<file path="src/rtl/simple_bus_arbiter.sv">
// Round-robin arbiter/sequencer sharing one simple_bus memory target between
// N_MASTERS requesters; muxes the owner's request and times out stalled reads.

module simple_bus_arbiter_lane #(
  parameter int ADDR_W = 8,
  parameter int DATA_W = 8,
  parameter int MODE_W = 2
) (
  input  logic              sel_i,
  input  logic              done_i,
  input  logic [ADDR_W-1:0] addr_i,
  input  logic [DATA_W-1:0] wdata_i,
  input  logic [MODE_W-1:0] mode_i,
  output logic [ADDR_W-1:0] addr_o,
  output logic [DATA_W-1:0] wdata_o,
  output logic [MODE_W-1:0] mode_o,
  output logic              rdy_o
);
  // AND-gated so the top can OR all lanes into the shared bus
  assign addr_o  = sel_i ? addr_i  : '0;
  assign wdata_o = sel_i ? wdata_i : '0;
  assign mode_o  = sel_i ? mode_i  : '0;
  assign rdy_o   = sel_i & done_i;
endmodule

module simple_bus_arbiter #(
  parameter int N_MASTERS = 4,
  parameter int ADDR_W    = 8,
  parameter int DATA_W    = 8,
  parameter int MODE_W    = 2,
  parameter int TIMEOUT   = 15
) (
  input  logic                          clk,
  input  logic                          rst,
  input  logic [N_MASTERS-1:0]          m_req,
  input  logic [N_MASTERS*ADDR_W-1:0]   m_addr,
  input  logic [N_MASTERS*DATA_W-1:0]   m_wdata,
  input  logic [N_MASTERS*MODE_W-1:0]   m_mode,
  output logic [N_MASTERS-1:0]          m_gnt,
  output logic [N_MASTERS-1:0]          m_rdy,
  output logic [DATA_W-1:0]             m_rdata,
  output logic                          s_start,
  output logic [ADDR_W-1:0]             s_addr,
  output logic [DATA_W-1:0]             s_wdata,
  output logic [MODE_W-1:0]             s_mode,
  input  logic [DATA_W-1:0]             s_rdata,
  input  logic                          s_rdy,
  output logic                          busy,
  output logic [$clog2(N_MASTERS)-1:0]  owner,
  output logic                          timeout_err
);
  localparam int OW = $clog2(N_MASTERS);
  localparam int CW = (TIMEOUT > 1) ? $clog2(TIMEOUT) : 1;
  localparam logic [CW-1:0] CNT_MAX = CW'((TIMEOUT > 0) ? TIMEOUT - 1 : 0);
  localparam logic [OW:0]   NM      = (OW+1)'(N_MASTERS);

  typedef enum logic [1:0] {IDLE, START, WAIT, DONE} state_t;

  state_t                 state_q, state_d;
  logic [OW-1:0]          ptr_q, ptr_d, owner_q, owner_d;
  logic [N_MASTERS-1:0]   gnt_q, gnt_d;
  logic [CW-1:0]          cnt_q, cnt_d;
  logic                   err_q, err_d;
  logic [DATA_W-1:0]      rdata_q, rdata_d;

  logic                   found;
  logic [OW-1:0]          pick, ptr_nxt;
  logic [OW:0]            sum, inc;

  // Rotating priority scan starting at ptr_q
  always_comb begin
    found = 1'b0;
    pick  = ptr_q;
    sum   = '0;
    for (int k = 0; k < N_MASTERS; k++) begin
      sum = {1'b0, ptr_q} + (OW+1)'(k);
      if (sum >= NM) sum = sum - NM;
      if (!found && m_req[sum[OW-1:0]]) begin
        found = 1'b1;
        pick  = sum[OW-1:0];
      end
    end
  end

  always_comb begin
    inc = {1'b0, owner_q} + (OW+1)'(1);
    if (inc >= NM) inc = '0;
    ptr_nxt = inc[OW-1:0];
  end

  always_comb begin
    state_d = state_q;
    ptr_d   = ptr_q;
    owner_d = owner_q;
    gnt_d   = gnt_q;
    cnt_d   = cnt_q;
    err_d   = err_q;
    rdata_d = rdata_q;
    case (state_q)
      IDLE: if (found) begin
        owner_d     = pick;
        gnt_d       = '0;
        gnt_d[pick] = 1'b1;
        state_d     = START;
      end
      START: begin
        cnt_d   = '0;
        err_d   = 1'b0;
        state_d = WAIT;
      end
      WAIT: begin
        // A response in the final allowed cycle beats the timeout
        if (s_rdy) begin
          rdata_d = s_rdata;
          state_d = DONE;
        end else if (TIMEOUT != 0 && cnt_q == CNT_MAX) begin
          rdata_d = '1;
          err_d   = 1'b1;
          state_d = DONE;
        end else begin
          cnt_d = cnt_q + CW'(1);
        end
      end
      DONE: begin
        gnt_d   = '0;
        ptr_d   = ptr_nxt;
        state_d = IDLE;
      end
      default: state_d = IDLE;
    endcase
  end

  always_ff @(posedge clk or posedge rst) begin
    if (rst) begin
      state_q <= IDLE;
      ptr_q   <= '0;
      owner_q <= '0;
      gnt_q   <= '0;
      cnt_q   <= '0;
      err_q   <= 1'b0;
      rdata_q <= '0;
    end else begin
      state_q <= state_d;
      ptr_q   <= ptr_d;
      owner_q <= owner_d;
      gnt_q   <= gnt_d;
      cnt_q   <= cnt_d;
      err_q   <= err_d;
      rdata_q <= rdata_d;
    end
  end

  assign busy        = (state_q != IDLE);
  assign s_start     = (state_q == START);
  assign timeout_err = (state_q == DONE) & err_q;
  assign m_gnt       = gnt_q;
  assign m_rdata     = rdata_q;
  assign owner       = owner_q;

  logic [N_MASTERS-1:0][ADDR_W-1:0] lane_addr;
  logic [N_MASTERS-1:0][DATA_W-1:0] lane_wdata;
  logic [N_MASTERS-1:0][MODE_W-1:0] lane_mode;
  logic [N_MASTERS-1:0]             lane_rdy;

  for (genvar i = 0; i < N_MASTERS; i++) begin : g_lane
    simple_bus_arbiter_lane #(.ADDR_W(ADDR_W), .DATA_W(DATA_W), .MODE_W(MODE_W)) u_lane (
      .sel_i   (busy && (owner_q == OW'(i))),
      .done_i  (state_q == DONE),
      .addr_i  (m_addr[i*ADDR_W +: ADDR_W]),
      .wdata_i (m_wdata[i*DATA_W +: DATA_W]),
      .mode_i  (m_mode[i*MODE_W +: MODE_W]),
      .addr_o  (lane_addr[i]),
      .wdata_o (lane_wdata[i]),
      .mode_o  (lane_mode[i]),
      .rdy_o   (lane_rdy[i])
    );
  end

  always_comb begin
    s_addr  = '0;
    s_wdata = '0;
    s_mode  = '0;
    for (int i = 0; i < N_MASTERS; i++) begin
      s_addr  = s_addr  | lane_addr[i];
      s_wdata = s_wdata | lane_wdata[i];
      s_mode  = s_mode  | lane_mode[i];
    end
  end

  assign m_rdy = lane_rdy;
endmodule

</file>
<file path="config.mk">
export PLATFORM = sky130hd
export DESIGN_NAME = simple_bus_arbiter
export DESIGN_NICKNAME = d
export VERILOG_FILES = /design/src/rtl/simple_bus_arbiter.sv
export SDC_FILE = /design/constraint.sdc
export NUM_CORES = 1
export LEC_CHECK = 0
export CORE_MARGIN = 3
export CORE_UTILIZATION = 37
export CTS_CLUSTER_SIZE = 14
export DETAILED_ROUTE_END_ITERATION = 8
export GPL_TIMING_DRIVEN = 1
export PLACE_DENSITY = 0.86
export SKIP_CTS_REPAIR_TIMING = 1
export SYNTH_ARGS = -nofsm -noshare
export SYNTH_HDL_FRONTEND = slang
export SYNTH_SLANG_ARGS = --single-unit
</file>
<file path="constraint.sdc">
create_clock -name clk -period 5.78 [get_ports clk]
set_clock_uncertainty 0.2 [all_clocks]
set_input_delay 1.156 -clock clk [delete_from_list [all_inputs] [get_ports clk]]
set_output_delay 1.156 -clock clk [all_outputs]
set_load 0.01 [all_outputs]
</file>
==> impl_metrics.json, run 1 <==
{
  "status": "complete, no violations",
  "hold_depth": 1,
  "ff2ff_path_depth": 6,
  "die_area_um2": 5460,
  "routed_wl_um": 6310,
  "cts_made_buffers": 3,
  "p_per_area_nw_per_um2": 439,
  "async_flop_share_pct": 100,
  "syn_area_per_cell_um2": 9.02,
  "place_ws_ps": 1930,
  "cts.clk_slew.worst_paths_ps": 80,
  "hold_viol": 0,
  "end_kind": "output pin",
  "max_cap_violations": 0,
  "cp_common_cell": "clkdlybuf4s50_1",
  "path_buf_inv": 2,
  "critPathSlowestCell": "clkdlybuf4s50_1",
  "ant_nets": 0,
  "max_freq_mhz": 258,
  "p_seq_share_pct": 21.2,
  "grt_pass1_vias": 1868,
  "synthTopCellsByArea": "dfrtp_1, a22oi_1, ha_1, a21oi_1, o22a_1",
  "place.detailed.hpwl_um": 4950,
  "worstPathCellList": "clkdlybuf4s50_1 > a22oi_1 > a21oi_1 > clkdlybuf4s50_1",
  "design.core.area_um2": 4410,
  "slowest_delay_ps": 600,
  "fin_total_pwr_mw": 1.31,
  "worstPathArrival_ps": 2510,
  "clock_path_buffers": 2,
  "synth_top_area_share_pct": 33.7,
  "setup_viol": 0,
  "finalNetCount": 401,
  "synth_warnings": 0,
  "holdCritPathClass": "reg -> reg",
  "routedWlPerCell_um": 17.8,
  "grt-ovfl-total": 0,
  "num_vias": 2000,
  "critPathKind": "in -> out",
  "power.leakage_nw": 1.17,
  "final_area_um2": 3000,
  "use_met1_pct": 25.3,
  "power.switching_fraction_pct": 42.4,
  "grt_usage_pct": 21.9,
  "synth_edf_count": 0,
  "cts_sinks": 23,
  "fin_crit_ps": 3870,
  "switching_power_mw": 0.557,
  "cts_max_level": 1,
  "intPower_mw": 0.756,
  "maxSlewHeadroom_pct": 37.3,
  "crit_required_ps": 4420,
  "nFillCells": 363,
  "drc": 0,
  "tightestPinTransition_ps": 941,
  "drive_gt1_share_pct": 3.30,
  "antennaDiodeCount": 0,
  "finalMaxSlewViolations": 0,
  "syn_inst": 189,
  "worstSetupStartpointType": "input pin",
  "path_delay_family": "buffers and inverters",
  "fin_crit_sh_pct": 66.9,
  "vdd_ir_drop_max_mv": 0.294,
  "yosys.area.top_type": "dfrtp_1",
  "netlist_area_um2": 1710,
  "p_comb_share_pct": 71.1,
  "cts_tree": "yes",
  "yosysSeqAreaShare_pct": 33.7,
  "synth_flop_cell": "dfrtp_1",
  "synth_fp_nets": 286,
  "die_w_um": 73.9,
  "grt.met2_usage_pct": 38.4,
  "use_met3_pct": 6.57,
  "core.rowCount": 24,
  "viasPerCell": 5.63,
  "io_pins": 126,
  "area_growth_pct": 75.6,
  "crit_cells": 4,
  "finalSetupTns_ps": 0,
  "initial_utilization_pct": 38.6,
  "grt_max_degree": 25,
  "antenna_found_initial": 0,
  "cts-root-buf": "clkbuf_8",
  "clkLatencyLatePin_ps": 270,
  "drt_first_pass_iters": 4,
  "die_h_um": 73.9,
  "first_iter_violations": 49,
  "worst_slack_ps": 1910,
  "worstPathMaxFanout": 1,
  "rsz0062_at_grt": "false",
  "power_frac_clock_pct": 7.7,
  "grt_pass1_wl_um": 9210,
  "placed_area_um2": 2950,
  "grt.busiest_layer": "met2",
  "synth-seq-cells": 23,
  "synth_cell_types": 35,
  "place_congestion": 0.802,
  "portBuffers": 125
}
-- registers in the layout, summed over array words and instances (netlist names) --
name and cells:
ptr_q 2, m_gnt 4, owner 2, cnt_q 4
err_q 1, m_rdata 8, state_q 2
-- power by group through the flow --
stage	logic, mW	registers, mW	clock network (mW)
floorplan	0.483	0.291	0
global placement	0.927	0.277	0
detailed placement	0.939	0.280	0
CTS	0.943	0.278	0.105
global route	1.01	0.288	0.113
finish	0.934	0.278	0.102
-- path summary, 6_finish.rpt --
kind                             from          to  slack [ps]
max in group asynchronous         rst    cnt_q[0]        3650
min in group asynchronous         rst  m_rdata[6]        1170
hold / removal             m_rdata[3]  m_rdata[3]         310
hold reg to reg            m_rdata[3]  m_rdata[3]         310
setup reg to reg           state_q[1]  state_q[0]        3490
setup / recovery           m_addr[17]   s_addr[1]        1910
-- metal layers --
metal | vias up | routed length, µm
met5 | - | 0
met4 | 0 | 127
met3 | 15 | 626
met2 | 99 | 3070
met1 | 935 | 2490
li1 | 951 | -
-- cell type report --
class	count	area, µm²	share of cell area, %
multi-input cells	140	1020	34.0
repair buffers	125	1250	41.8
flip-flops and latches	23	576	19.2
clock buffers	4	45.0	1.50
well taps	52	65.1	2.17
inverters	11	41.3	1.38
-- synthesized netlist by cell type (2+ instances only) --
cell,instances
a22oi_1,36
dfrtp_1,23
a21oi_1,22
inv_1,11
o22a_1,11
ha_1,10
clkbuf_1,9
nor2_1,8
nand2_1,6
o21ai_0,6
and2_1,5
buf_4,4
o22ai_1,4
nor2b_1,3
nor4_1,3
o31ai_1,3
buf_1,2
mux2_2,2
mux2i_1,2
nand2b_1,2
o21a_1,2
o2bb2ai_1,2
-- logic make-up after synthesis --
group	count (synthesis)	share of synthesized area (%)
adders and majority gates	10	7.34
DFF	23	33.7
AOI/OAI and AO/OA	93	39.2
buffers and inverters	26	6.60
muxes	4	2.49
and+or+nand+nor	33	10.6
-- through the flow --
stage	hold slack [ps]	std cells	utilization, %
final	310	355	67.9
after global routing	340	355	67.9
after CTS	315	355	67.9
after detailed placement	296	351	66.8
after global placement	289	351	66.8
after floorplan	286	189	-
-- worst register-to-register path, delay by kind of cell (launching register included) --
| family | cells | cell delay, ps |
|---|---|---|
| adder cells (fa/ha/maj) | 1 | 780 |
| AO/OA/AOI/OAI | 2 | 240 |
| flip-flops | 1 | 410 |
| AND/OR/NAND/NOR | 1 | 220 |
| buffers and inverters | 2 | 340 |
-- placed cells by master, fill, tap and decap left out --
cell type / netlist / final
clkdlybuf4s50_1: 0 / 125
a22oi_1: 36 / 36
dfrtp_1: 23 / 23
a21oi_1: 22 / 22
inv_1: 11 / 11
o22a_1: 11 / 11
ha_1: 10 / 10
nor2_1: 8 / 8
nand2_1: 6 / 6
o21ai_0: 6 / 6
and2_1: 5 / 5
o22ai_1: 4 / 4
nor4_1: 3 / 3
nor2b_1: 3 / 3
o31ai_1: 3 / 3
clkbuf_8: 0 / 3
o2bb2ai_1: 2 / 2
o21a_1: 2 / 2
nand2b_1: 2 / 2
mux2_2: 2 / 2
mux2i_1: 2 / 2
a41oi_1: 1 / 1
a31oi_4: 1 / 1
nand4_1: 1 / 1
nand3_1: 1 / 1
a221o_1: 1 / 1
or4_4: 1 / 1
a211oi_1: 1 / 1
or2b_1: 1 / 1
or3_1: 1 / 1
nor2_4: 1 / 1
o41ai_2: 1 / 1
a21oi_2: 1 / 1
a31o_1: 1 / 1
clkbuf_1: 9 / 1
Note: power is estimated with default switching activity, not from simulation.
==> run 2, diff against run 1 <==
Settings changed: CORE_UTILIZATION 37 to 31, PLACE_DENSITY 0.86 to 0.77.
Clock period 5.78 ns to 3.5 ns, I/O delays scaled along.
==> impl_metrics.json, run 2 (same netlist as run 1, synthesis figures left out) <==
{
  "cts_max_level": 1,
  "intPower_mw": 1.27,
  "p_seq_share_pct": 20.8,
  "hold_path_startpoint": "m_rdata[0]",
  "core.rowCount": 26,
  "worstPathMaxFanout": 17,
  "place.detailed.hpwl_um": 4810,
  "io_pins": 126,
  "post-route-util_pct": 58.7,
  "ant_nets": 0,
  "routedWlPerCell_um": 16.7,
  "slowest_delay_ps": 610,
  "clkLatencyLatePin_ps": 260,
  "placed_area_um2": 3010,
  "portBuffers": 125,
  "first_iter_violations": 51,
  "hold_depth": 1,
  "clock_path_buffers": 2,
  "maxSlewHeadroom_pct": 42.8,
  "grt_pass1_wl_um": 9800,
  "regToRegStartpoint": "state_q[1]",
  "grt_max_degree": 24,
  "path_delay_family": "buffers and inverters",
  "worstPathCellList": "inv_1 > ha_1 > a22oi_1 > a21oi_1 > clkdlybuf4s50_1",
  "place_congestion": 0.746,
  "critPathSlowestCell": "ha_1",
  "cts_made_buffers": 3,
  "path_buf_inv": 2,
  "finalNetCount": 406,
  "final_area_um2": 3060,
  "hold_viol": 0,
  "die_h_um": 80.2,
  "max_freq_mhz": 298,
  "drc": 0,
  "cts.clk_slew.worst_paths_ps": 80,
  "antenna_found_initial": 0,
  "p_comb_share_pct": 71.6,
  "antennaDiodeCount": 0,
  "vdd_ir_drop_max_mv": 0.438,
  "status": "complete, no violations",
  "p_per_area_nw_per_um2": 725,
  "timing.rr.end": "state_q[0]",
  "power.leakage_nw": 1.19,
  "viasPerCell": 5.32,
  "layout_common_cells": "clkdlybuf4s50_1, a22oi_1, dfrtp_1",
  "largest_reg_flops": 8,
  "hold_end": "m_rdata[0]",
  "grt-ovfl-total": 0,
  "end_kind": "output pin",
  "grt_usage_pct": 19.0,
  "power.switching_fraction_pct": 42.5,
  "fin_crit_sh_pct": 95.8,
  "mostFrequentLayoutCell": "clkdlybuf4s50_1",
  "worstSetupStartpointType": "flop",
  "design.core.area_um2": 5200,
  "cts_tree": "yes",
  "ff2ff_path_depth": 6,
  "power_frac_clock_pct": 7.5,
  "num_vias": 2011,
  "crit_required_ps": 2600,
  "finalSetupTns_ps": 0,
  "initial_utilization_pct": 32.8,
  "fin_crit_ps": 3350,
  "drt_first_pass_iters": 4,
  "tightestPinTransition_ps": 856,
  "setup_viol": 0,
  "drive_gt1_share_pct": 4.87,
  "grt_pass1_vias": 1990,
  "critPathKind": "reg -> out",
  "die_w_um": 80.2,
  "switching_power_mw": 0.943,
  "die_area_um2": 6430,
  "cts-root-buf": "clkbuf_8",
  "fin_total_pwr_mw": 2.22,
  "max_cap_violations": 0,
  "hold_ws_ps": 319,
  "rsz0062_at_grt": "false",
  "finalMaxSlewViolations": 0,
  "area_growth_pct": 79.2,
  "routed_wl_um": 6300,
  "r2r_setup_slack_ps": 1650,
  "worstPathArrival_ps": 2450,
  "cts_sinks": 23,
  "holdCritPathClass": "reg -> reg"
}
-- run 2: power by group through the flow --
| stage | registers (mW) | clock network, mW | logic (mW) |
|---|---|---|---|
| floorplan | 0.481 | 0 | 0.798 |
| CTS | 0.463 | 0.168 | 1.60 |
| finish | 0.462 | 0.166 | 1.59 |
| detailed placement | 0.464 | 0 | 1.59 |
| global route | 0.478 | 0.178 | 1.73 |
| global placement | 0.456 | 0 | 1.58 |
-- run 2: per-stage QoR --
step / setup WS, ps / std cells
floorplan: 999 / 189
global placement: 500 / 374
detailed placement: 452 / 374
CTS: 136 / 378
global route: 4.34 / 378
finish: 146 / 378
-- run 2: how the worst max path moves through the flow --
stage          startpoint         end  slack (ps)  cells after the start
6_report         owner[0]   s_addr[1]         150                      5
3_5_place_dp     owner[0]   s_addr[1]         450                      5
5_1_grt          owner[0]   s_addr[7]           4                      6
4_1_cts          owner[0]   s_addr[1]         140                      5
2_1_floorplan    owner[0]  s_wdata[2]        1000                      6
3_3_place_gp     owner[0]   s_addr[1]         500                      5
-- run 2: metal layers --
layer | vias to the layer above | GRT usage, % | wire, µm
li1 | 960 | - | -
met1 | 949 | 22.6 | 2610
met2 | 97 | 33.9 | 2950
met3 | 5 | 5.61 | 695
met4 | 0 | 3.55 | 47
met5 | - | 0 | 0
-- run 2: worst reg2reg max path, delay by kind of cell, from the launching register on --
kind	cells	cell delay, ps
AND/OR/NAND/NOR	1	190
flip-flops	1	410
AO/OA/AOI/OAI	2	240
buffers and inverters	2	290
adder cells (fa/ha/maj)	1	430
-- run 2: final cells by class --
class                           instances  area [µm²]
Clock buffer                            4        45.0
Multi-Input combinational cell        140        1020
Timing Repair Buffer                  130        1290
Sequential cell                        23         576
Fill cell                             467        2150
Inverter                               11        41.3
Tap cell                               70        87.6
==> run 3, diff against run 2 <==
Settings changed: REMOVE_ABC_BUFFERS from default to 1.
==> impl_metrics.json, run 3 (same netlist as run 1, synthesis figures left out) <==
{
  "fin_crit_ps": 3220,
  "ant_nets": 0,
  "design.core.area_um2": 5200,
  "drt_first_pass_iters": 4,
  "hold_depth": 1,
  "finalSetupTns_ps": 0,
  "end_kind": "output pin",
  "layout_common_cells": "clkdlybuf4s50_1, a22oi_1, dfrtp_1",
  "worstPathCellList": "inv_1 > ha_1 > buf_4 > a22oi_1 > a21oi_1 > clkdlybuf4s50_1",
  "status": "complete, no violations",
  "fin_crit_sh_pct": 91.9,
  "place.detailed.hpwl_um": 4760,
  "hold_ws_ps": 315,
  "grt_max_degree": 24,
  "first_iter_violations": 46,
  "antenna_found_initial": 0,
  "cts_max_level": 1,
  "cts_sinks": 23,
  "p_per_area_nw_per_um2": 719,
  "drive_gt1_share_pct": 5.19,
  "setup_viol": 0,
  "holdCritPathClass": "reg -> reg",
  "worst_slack_ps": 283,
  "largest_reg_flops": 8,
  "timing.rr.end": "cnt_q[0]",
  "cts-root-buf": "clkbuf_8",
  "use_met3_pct": 4.15,
  "io_pins": 126,
  "routedWlPerCell_um": 16.0,
  "hold_viol": 0,
  "routed_wl_um": 6030,
  "die_w_um": 80.2,
  "grt_pass1_vias": 1917,
  "portBuffers": 125,
  "grt-ovfl-total": 0,
  "grt.met2_usage_pct": 32.2,
  "maxSlewHeadroom_pct": 42.8,
  "hold_path_startpoint": "m_rdata[2]",
  "worstSetupStartpointType": "flop",
  "max_freq_mhz": 311,
  "core.rowCount": 26,
  "max_cap_violations": 0,
  "place_congestion": 0.793,
  "use_met1_pct": 22.6,
  "ff2ff_path_depth": 6,
  "drc": 0,
  "finalNetCount": 406,
  "vdd_ir_drop_max_mv": 0.440,
  "grt_pass1_wl_um": 9400,
  "viasPerCell": 5.16,
  "cts.clk_slew.worst_paths_ps": 80,
  "clock_path_buffers": 2,
  "regToRegStartpoint": "cnt_q[0]",
  "critPathSlowestCell": "clkdlybuf4s50_1",
  "final_area_um2": 3060,
  "grt_usage_pct": 18.2,
  "worstSetupStartpoint": "owner[0]",
  "cts_made_buffers": 3,
  "mostFrequentLayoutCell": "clkdlybuf4s50_1",
  "hold_end": "m_rdata[2]",
  "critPathKind": "reg -> out",
  "post-route-util_pct": 58.7,
  "num_vias": 1949,
  "cts_tree": "yes",
  "finalMaxSlewViolations": 0,
  "die_area_um2": 6430,
  "die_h_um": 80.2,
  "grt.busiest_layer": "met2",
  "tightestPinTransition_ps": 857,
  "area_growth_pct": 79.2,
  "slowest_delay_ps": 560,
  "antennaDiodeCount": 0,
  "power.leakage_nw": 1.20,
  "rsz0062_at_grt": "false",
  "placed_area_um2": 3010,
  "place_ws_ps": 578,
  "initial_utilization_pct": 32.8,
  "clkLatencyLatePin_ps": 260,
  "worstPathArrival_ps": 2320,
  "crit_required_ps": 2600,
  "r2r_setup_slack_ps": 1650,
  "worstPathMaxFanout": 10
}
run 3: changes by cell type in the layout (fill, tap and decap cells not counted):
cell,before,now
clkinv_2,0,1
clkbuf_1,1,0
run 3: how the worst max path moves through the flow:
stage                            end  slack, ps  cells after the start
final                      s_mode[0]        280                      6
after global routing      s_wdata[0]        120                      6
after CTS                  s_mode[0]        270                      6
after detailed placement  s_wdata[0]        580                      6
after global placement    s_wdata[2]        570                      4
after floorplan            s_addr[1]       1210                      4
run 3: power by group:
part | internal [mW] | total, mW | switching (mW) | leakage (nW)
Combinational | 0.818 | 1.57 | 0.754 | 0.888
Clock | 0.0795 | 0.166 | 0.0869 | 0.0255
Sequential | 0.372 | 0.460 | 0.0882 | 0.283
run 3: final cells by class:
type,instances,area [µm²]
clock buffer,3,41.3
clock inverter,1,5.00
fill,487,2150
inverter,11,41.3
multi-input combinational,140,1020
sequential,23,576
tap,70,87.6
timing repair buffer,130,1290
run 3: stage by stage:
stage / power (mW) / std cells
floorplan: 1.25 / 174
global route: 2.38 / 378
global placement: 2.03 / 374
detailed placement: 2.05 / 374
finish: 2.20 / 378
CTS: 2.22 / 378
run 3: per-layer routing:
| metal | vias to the layer above | routed length, µm |
|---|---|---|
| met4 | 0 | 41 |
| met1 | 900 | 2630 |
| met2 | 85 | 2800 |
| met5 | - | 0 |
| li1 | 959 | - |
| met3 | 5 | 561 |
run 3: worst max-delay path, delay by kind of cell, from the launching register on:
family,cells,cell delay (ps)
AOI/OAI and AO/OA,2,270
adders and majority gates,1,400
buffers and inverters,3,930
DFF,1,440
==> edit, RTL diff (config.mk and constraints of run 2) <==
Encoding of `state_t`: now one-hot (4 bits for 4 states).
--- a/src/rtl/simple_bus_arbiter.sv
+++ b/src/rtl/simple_bus_arbiter.sv
@@ -54,7 +54,7 @@
   localparam logic [CW-1:0] CNT_MAX = CW'((TIMEOUT > 0) ? TIMEOUT - 1 : 0);
   localparam logic [OW:0]   NM      = (OW+1)'(N_MASTERS);
 
-  typedef enum logic [1:0] {IDLE, START, WAIT, DONE} state_t;
+  typedef enum logic [3:0] {IDLE = 4'b0001, START = 4'b0010, WAIT = 4'b0100, DONE = 4'b1000} state_t;
 
   state_t                 state_q, state_d;
   logic [OW-1:0]          ptr_q, ptr_d, owner_q, owner_d;
Behaviour: no difference found for any inputs over 10 cycles, from zero or initial values and one cycle with rst high; not proved beyond that.
==> edit against run 2 <==
- via count shrank 2.7%
- critical path type unchanged
- total power down 4.2%
- sequential cell count increased by 2
- combinational power decreased by 11%
- area after synthesis up 5.7%
- design area up 0.16%
- worst setup slack improved by 26 ps
- routed wire length is 7.3% lower
- die area up 5.3%
- critical path depth increased by 1
- sequential power rose by 14%
==> edit: results (changes against run 2) <==
{| class="wikitable"
! Metric !! Value
|-
| Run status || completed
|-
| Global placement routability congestion || 0.787 (+5.5%)
|-
| Slack of the worst reg-to-reg path || 1480 ps (-170 ps)
|-
| Total routed wire length on the met1 layer || 2.18 mm (-17%)
|-
| Met3 layer usage reported by global route || 6.62% (+1.0 points)
|-
| Startpoint of the lowest-slack hold path || m_rdata[7]
|-
| Total wirelength of the detailed-routed design || 5.84 mm (-7.3%)
|-
| Maximum fanout encountered on the critical timing path || 19 (+2)
|-
| Vias || 1956 (-2.7%)
|-
| Ranking of synthesized cells by instance count || a22oi_1, nand2_1, dfrtp_1, inv_1, o22a_1
|-
| Post-synth net total || 292 (+2.1%)
|-
| WP data arrival || 2430 ps (-20 ps)
|-
| Endpoint, Worst Hold || m_rdata[7]
|-
| LEAKAGE || 0.00123 uW (+3.2%)
|-
| Delay-heaviest family, CP || simple AND/OR/NAND/NOR gates
|-
| Top post-synthesis cells by area || dfrtp_1, a22oi_1, nand2_1
|-
| DRT iter0 DRCs || 61 (+20%)
|-
| Worst R2R Start || state_q[3]
|-
| Met2 wire length || 2.73 mm (-7.3%)
|-
| Global-route met2 utilization || 28.4% (-5.5 points)
|-
| Actual slew at the worst max-slew pin || 946 ps (+89.7 ps)
|-
| Routed met3 length || 904 um (+30%)
|-
| Net count reported at finish || 403 (-0.74%)
|-
| Library cell contributing the largest single delay on the critical path || dfstp_2
|-
| Wire length of the first global-routing pass || 8.34 mm (-15%)
|}
## edit: where the power goes
| group | switching, uW | total, uW | internal, uW |
|---|---|---|---|
| combinational | 633 | 1420 | 789 |
| sequential | 111 | 526 | 415 |
| clock | 93.9 | 174 | 79.7 |
## edit: worst reg2reg max path: stages (launching register included)
cell and delay [ps]:
dfrtp_1 450, nor4b_2 620, nand3_1 370, nand3_1 180, o211ai_1 90
## edit: kinds of logic (layout without fill, tap and decap cells)
kind of cell,count (synthesis),after routing,synth area share [%]
adder cells (fa/ha/maj),6,6,4.16
AO/OA/AOI/OAI,79,79,32.8
buffers and inverters,29,139,9.58
multiplexers,2,2,1.18
AND/OR/NAND/NOR,58,58,17.5
flip-flops,25,25,34.8
## edit: how the worst max path moves through the flow
stage	start	to	slack (ps)
floorplan	state_q[0]	s_addr[6]	1010
global placement	state_q[0]	s_wdata[3]	370
detailed placement	state_q[0]	s_wdata[3]	310
CTS	state_q[0]	s_wdata[3]	10
global route	state_q[0]	s_wdata[3]	40
finish	state_q[0]	s_wdata[3]	170
## edit: metrics by stage
stage          std cells  power (uW)  hold slack [ps]  setup slack, ps  cell area (sq um)
3_5_place_dp         377        1960              296              308               3010
4_1_cts              381        2140              317             14.7               3060
6_report             381        2120              313              172               3060
2_1_floorplan        199        1310              271             1010               1800
5_1_grt              381        2290              340             41.3               3060
3_3_place_gp         377        1940              288              367               3010
## edit: area by class of cell
class                   instances  area, sq um
multi-input cells             145         1010
well taps                      72         90.1
repair buffers                125         1250
clock buffers                   3         41.3
clock inverters                 1         5.00
inverters                      10         37.5
flip-flops and latches         25          627
fillers                       500         2510
